`config.mk`:
```
export PLATFORM = sky130hd
export DESIGN_NAME = updown_counter
export DESIGN_NICKNAME = d
export VERILOG_FILES = /design/src/rtl/updown_counter.sv
export SDC_FILE = /design/constraint.sdc
export NUM_CORES = 1
export LEC_CHECK = 0
export ABC_AREA = 0
export CAP_MARGIN = 20
export CELL_PAD_IN_SITES_DETAIL_PLACEMENT = 0
export CELL_PAD_IN_SITES_GLOBAL_PLACEMENT = 1
export CORE_AREA = 4 4 65 67
export DETAILED_ROUTE_END_ITERATION = 8
export DIE_AREA = 0 0 69 71
export GPL_ROUTABILITY_DRIVEN = 1
export PLACE_DENSITY = 0.57
export SETUP_SLACK_MARGIN = 0.15
export SLEW_MARGIN = 5
export SYNTH_ARGS = -nofsm -noshare
export SYNTH_HDL_FRONTEND = slang
export SYNTH_SLANG_ARGS = --single-unit
```
`constraint.sdc`:
```
create_clock -name clk -period 2.3 [get_ports clk]
set_input_delay 0.46 -clock clk [delete_from_list [all_inputs] [get_ports clk]]
set_output_delay 0.46 -clock clk [all_outputs]
set_load 0.03 [all_outputs]
```
`src/rtl/updown_counter.sv`:
```
// Parametrised up/down counter with programmable modulus, parallel load,
// synchronous clear and wrap or saturate behaviour at the count bounds.
module updown_counter #(
   parameter int unsigned WIDTH    = 8,
   parameter int unsigned MODULO   = 256,
   parameter bit          SATURATE = 1'b0
) (
   input  logic             clk,
   input  logic             not_rst,
   input  logic             clr,
   input  logic             load,
   input  logic             en,
   input  logic             up,
   input  logic [WIDTH-1:0] d,
   output logic [WIDTH-1:0] q,
   output logic             tc,
   output logic             wrap,
   output logic             load_err
);

   // The load range check is done one bit wider so MODULO = 2^WIDTH is representable.
   localparam logic [WIDTH:0]   MOD_EXT = (WIDTH+1)'(MODULO);
   localparam logic [WIDTH-1:0] MAX_Q   = WIDTH'(MODULO - 1);

   if (WIDTH < 2 || MODULO < 2 || longint'(MODULO) > (longint'(1) << WIDTH)) begin : g_bad_param
      $error("updown_counter: illegal WIDTH/MODULO combination");
   end

   logic [WIDTH-1:0] q_nxt;
   logic             wrap_nxt;
   logic             err_nxt;
   logic             at_max;
   logic             at_zero;
   logic             d_over;

   assign at_max  = (q == MAX_Q);
   assign at_zero = (q == '0);
   assign d_over  = ({1'b0, d} >= MOD_EXT);
   assign tc      = up ? at_max : at_zero;

   always_comb begin
      q_nxt    = q;
      wrap_nxt = 1'b0;
      err_nxt  = 1'b0;
      if (clr) begin
         q_nxt = '0;
      end else if (load) begin
         if (d_over) begin
            q_nxt   = MAX_Q;
            err_nxt = 1'b1;
         end else begin
            q_nxt = d;
         end
      end else if (en) begin
         if (up) begin
            if (at_max) begin
               wrap_nxt = 1'b1;
               q_nxt    = SATURATE ? q : '0;
            end else begin
               q_nxt = q + WIDTH'(1);
            end
         end else begin
            if (at_zero) begin
               wrap_nxt = 1'b1;
               q_nxt    = SATURATE ? q : MAX_Q;
            end else begin
               q_nxt = q - WIDTH'(1);
            end
         end
      end
   end

   always_ff @(posedge clk or negedge not_rst) begin
      if (!not_rst) begin
         q        <= '0;
         wrap     <= 1'b0;
         load_err <= 1'b0;
      end else begin
         q        <= q_nxt;
         wrap     <= wrap_nxt;
         load_err <= err_nxt;
      end
   end

endmodule

```
==> impl_metrics.prom <==
# TYPE chip_impl_metric gauge
chip_impl_metric{name="finalClockSkew",unit="ns"} 0.00288
chip_impl_metric{name="postSynthAreaPerCell",unit="sq um"} 7.80
chip_impl_info{name="worstSetupStartpointType",value="flop"} 1
chip_impl_metric{name="combinationalPowerShare",unit="%"} 36.3
chip_impl_metric{name="layout.area.seq",unit="sq um"} 228
chip_impl_metric{name="setup.reg_to_reg.worst_slack",unit="ns"} 0.30
chip_impl_metric{name="placedCellCount",unit=""} 182
chip_impl_metric{name="worst_slack",unit="ns"} 0.229
chip_impl_metric{name="syn_to_final_growth",unit="%"} 40.9
chip_impl_metric{name="mappedNetlistArea",unit="sq um"} 881
chip_impl_metric{name="antenna_cells_inserted",unit=""} 0
chip_impl_metric{name="syn_nets",unit=""} 130
chip_impl_metric{name="synth_enable_flop_cells",unit=""} 0
chip_impl_metric{name="p_seq_share",unit="%"} 33.0
chip_impl_metric{name="numCtsBuffers",unit=""} 3
chip_impl_metric{name="groute.usage.overall",unit="%"} 11.8
chip_impl_metric{name="vdd_drop_max",unit="mV"} 0.247
chip_impl_metric{name="path_max_fanout",unit=""} 3
chip_impl_info{name="worstHoldPathType",value="input pin to async pin"} 1
chip_impl_info{name="tritoncts",value="yes"} 1
chip_impl_metric{name="hold_violations",unit=""} 0
chip_impl_metric{name="power.density_cell_area",unit="mW/mm^2"} 480
chip_impl_metric{name="global_routing_usage_on_met1",unit="%"} 15.2
chip_impl_metric{name="ys_seq_elements",unit=""} 9
chip_impl_metric{name="yosys.cell_types.count",unit=""} 40
chip_impl_info{name="r2r_end",value="q[5]$_DFFE_PN0P_"} 1
chip_impl_metric{name="initial_cell_density_of_the_core",unit="%"} 24.2
chip_impl_info{name="worstSetupPathType",value="flop to output pin"} 1
chip_impl_metric{name="finalNetCount",unit=""} 158
chip_impl_metric{name="timing.final.crit_share",unit="%"} 90.0
chip_impl_info{name="rsz0062_at_grt",value="no"} 1
chip_impl_metric{name="clkSlewWorstSetupHoldPaths",unit="ns"} 0.05
chip_impl_metric{name="met2_capacity_usage_during_global_routing",unit="%"} 20.0
chip_impl_metric{name="synthMuxAreaShare",unit="%"} 2.27
chip_impl_metric{name="synth-warning-count",unit=""} 0
chip_impl_metric{name="multiInputGateArea",unit="sq um"} 566
chip_impl_metric{name="route.detailed.wl_per_inst",unit="microns"} 14.6
chip_impl_metric{name="cellLeakagePower",unit="nW"} 0.491
chip_impl_metric{name="num_rows",unit=""} 22
chip_impl_metric{name="worstSkewPairLatency",unit="ns"} 0.23
chip_impl_metric{name="finalSetupViolations",unit=""} 0
chip_impl_metric{name="htree_num_levels",unit=""} 1
chip_impl_metric{name="cap_viol_max_count",unit=""} 0
chip_impl_info{name="timing.rr.start",value="q[0]$_DFFE_PN0P_"} 1
chip_impl_metric{name="ys_seq_area_share",unit="%"} 25.6
chip_impl_metric{name="drt.antenna.violating_nets",unit=""} 0
chip_impl_info{name="run_status",value="finished, final reports clean"} 1
chip_impl_metric{name="ctsHoldBuffers",unit=""} 0
chip_impl_metric{name="timing.fmax",unit="MHz"} 483
chip_impl_metric{name="cts.sink_count",unit=""} 9
chip_impl_metric{name="post_synth_inst_count",unit=""} 113
chip_impl_metric{name="final_cell_count_no_fill",unit=""} 188
chip_impl_metric{name="worst_slack_placed",unit="ns"} 0.0982
chip_impl_metric{name="finalWirelength",unit="microns"} 2740
chip_impl_metric{name="p_int",unit="mW"} 0.396
chip_impl_metric{name="synth_xor_xnor_area_share",unit="%"} 4.97
chip_impl_info{name="clock_tree.root_cell",value="sky130_fd_sc_hd__clkbuf_8"} 1
chip_impl_metric{name="first_global_vias",unit=""} 990
chip_impl_metric{name="place.detailed.hpwl",unit="microns"} 2070
chip_impl_metric{name="fin_setup_tns",unit="ns"} 0
chip_impl_info{name="synth_top_family_by_area",value="simple AND/OR/NAND/NOR gates"} 1
chip_impl_metric{name="power.clock.fraction",unit="%"} 30.6
chip_impl_metric{name="dr.first_iter.drc_count",unit=""} 36
chip_impl_metric{name="largest_net_degree_at_the_start_of_global_routing",unit=""} 17
chip_impl_metric{name="timing.final.crit_period",unit="ns"} 2.07
chip_impl_metric{name="maximum_root_to_sink_buffer_count",unit=""} 2
chip_impl_info{name="setup.worst_path.end_class",value="output pin"} 1
chip_impl_metric{name="required",unit="ns"} 1.84
chip_impl_metric{name="netSwitchingFraction",unit="%"} 33.5
chip_impl_metric{name="die_height",unit="microns"} 71
chip_impl_metric{name="port_buffers",unit=""} 23
chip_impl_metric{name="floorplan.core_area",unit="sq mm"} 0.00363
chip_impl_metric{name="remaining_drc_errors",unit=""} 0
chip_impl_info{name="grt_most_used_layer",value="met2"} 1
chip_impl_metric{name="dr_pass1_iterations",unit=""} 4
chip_impl_metric{name="pin_count",unit=""} 25
chip_impl_metric{name="overall_die_area",unit="sq mm"} 0.00490
chip_impl_metric{name="critical_path_arrival",unit="ns"} 1.61
chip_impl_metric{name="synth-simple-area-share",unit="%"} 27.3
chip_impl_metric{name="worst-r2r-cell-count",unit=""} 7
chip_impl_metric{name="fp.dieW",unit="microns"} 69
chip_impl_metric{name="via_per_inst",unit=""} 4.97
chip_impl_metric{name="vias",unit=""} 935
chip_impl_metric{name="post_route_worst_hold_slack",unit="ns"} 0.544
chip_impl_metric{name="place.gp.congestion",unit=""} 0.743
chip_impl_metric{name="synthArstFlopShare",unit="%"} 100
chip_impl_metric{name="timing.final.max_slew_violations",unit=""} 0
chip_impl_metric{name="layout-drive-gt1-share",unit="%"} 18.6
chip_impl_metric{name="grt_use_met3",unit="%"} 4.12
chip_impl_info{name="synth-main-ff-cell",value="sky130_fd_sc_hd__dfrtp_1"} 1
chip_impl_metric{name="netSwitchingPower",unit="mW"} 0.200
chip_impl_metric{name="grt_first_pass_wirelength",unit="microns"} 4730
chip_impl_metric{name="grt-ovfl-total",unit=""} 0
chip_impl_metric{name="fillers",unit=""} 395
chip_impl_metric{name="synth_compound_area_share",unit="%"} 23.9
chip_impl_metric{name="post_synth_fa_ha_maj_area_fraction",unit="%"} 4.26
chip_impl_metric{name="antenna_found_initial",unit=""} 0
critical path, cell delays in order, from the launching register on:
cell                      delay (ns)
sky130_fd_sc_hd__dfrtp_2        0.39
sky130_fd_sc_hd__inv_2          0.05
sky130_fd_sc_hd__ha_1           0.19
sky130_fd_sc_hd__nor2b_1        0.15
sky130_fd_sc_hd__and3_1         0.22
sky130_fd_sc_hd__or2_4          0.24
sky130_fd_sc_hd__buf_6          0.14
cells in the mapped netlist, types with 3 or more instances:
master,number,area [sq um]
sky130_fd_sc_hd__dfrtp_1,9,225
sky130_fd_sc_hd__nor2_1,9,33.8
sky130_fd_sc_hd__clkbuf_1,7,26.3
sky130_fd_sc_hd__nand3_1,7,35.0
sky130_fd_sc_hd__nor3_1,7,35.0
sky130_fd_sc_hd__o21ai_0,7,35.0
sky130_fd_sc_hd__a21oi_1,6,30.0
sky130_fd_sc_hd__inv_1,6,22.5
sky130_fd_sc_hd__nand2_1,6,22.5
sky130_fd_sc_hd__nor3b_1,4,30.0
sky130_fd_sc_hd__o211ai_1,4,30.0
sky130_fd_sc_hd__ha_1,3,37.5
sky130_fd_sc_hd__xnor2_1,3,26.3
how the worst max path moves through the flow:
| stage | start | end | cells past startpoint |
|---|---|---|---|
| 3_3_place_gp | up | tc | 5 |
| 4_1_cts | q[0]$_DFFE_PN0P_ | tc | 6 |
| 2_1_floorplan | q[0]$_DFFE_PN0P_ | tc | 6 |
| 5_1_grt | q[4]$_DFFE_PN0P_ | tc | 4 |
| 6_report | q[0]$_DFFE_PN0P_ | tc | 6 |
| 3_5_place_dp | up | tc | 5 |
stage by stage:
stage / power [mW] / utilization, % / cell area [sq um]
floorplan: 0.328 / - / 881
global placement: 0.407 / 32.1 / 1170
detailed placement: 0.409 / 32.1 / 1170
CTS: 0.602 / 33.9 / 1230
global route: 0.644 / 34.2 / 1240
finish: 0.596 / 34.2 / 1240
routing by layer:
layer	vias to the layer above	share of wire, %
li1	457	-
met1	455	45
met2	23	50
met3	0	5.8
met4	0	0
met5	-	0
state kept, by name, indices dropped and copies added (netlist names):
signal and cells:
q 8, wrap 1
cells in the final DEF, fill, tap and decap left out, types with 2 or more instances in the layout:
master	instances
sky130_fd_sc_hd__clkdlybuf4s50_1	21
sky130_fd_sc_hd__buf_4	12
sky130_fd_sc_hd__nor2_1	9
sky130_fd_sc_hd__nand3_1	7
sky130_fd_sc_hd__o21ai_0	7
sky130_fd_sc_hd__dfrtp_1	7
sky130_fd_sc_hd__nand2_1	6
sky130_fd_sc_hd__nor3_1	6
sky130_fd_sc_hd__a21oi_1	6
sky130_fd_sc_hd__inv_1	5
sky130_fd_sc_hd__o211ai_1	4
sky130_fd_sc_hd__nor3b_1	4
sky130_fd_sc_hd__xnor2_1	3
sky130_fd_sc_hd__clkbuf_8	3
sky130_fd_sc_hd__and3_1	2
sky130_fd_sc_hd__and2_1	2
sky130_fd_sc_hd__a31oi_1	2
sky130_fd_sc_hd__a221o_1	2
sky130_fd_sc_hd__mux2i_1	2
sky130_fd_sc_hd__o31ai_1	2
sky130_fd_sc_hd__xor2_1	2
sky130_fd_sc_hd__ha_1	2
sky130_fd_sc_hd__dfrtp_2	2
layout make-up:
type / count / area share [%]
clock buffer: 4 / 3.63
sequential: 9 / 18.3
inverter: 6 / 1.81
timing repair buffer: 35 / 25.8
tap: 48 / 4.84
multi-input combinational: 86 / 45.6
power groups by stage:
stage / sequential, mW / combinational, mW / clock [mW]
final: 0.197 / 0.217 / 0.183
after global routing: 0.200 / 0.239 / 0.205
after CTS: 0.197 / 0.217 / 0.188
after detailed placement: 0.201 / 0.208 / 0
after global placement: 0.200 / 0.207 / 0
after floorplan: 0.207 / 0.121 / 0
cells by family (layout without fill, tap and decap cells):
group | Yosys count | after routing
adders and majority gates | 3 | 3
buffers and inverters | 18 | 45
other | 1 | 1
muxes | 2 | 2
DFF | 9 | 9
xor gates and xnor gates | 5 | 5
AOI/OAI and AO/OA | 31 | 31
and+or+nand+nor | 44 | 44
repair_timing:
item	4_1_cts	5_1_grt
resized for setup	5	3
endpoints found under the setup margin	1	1
setup buffers	2	0
(Power assumes the default switching activity.)
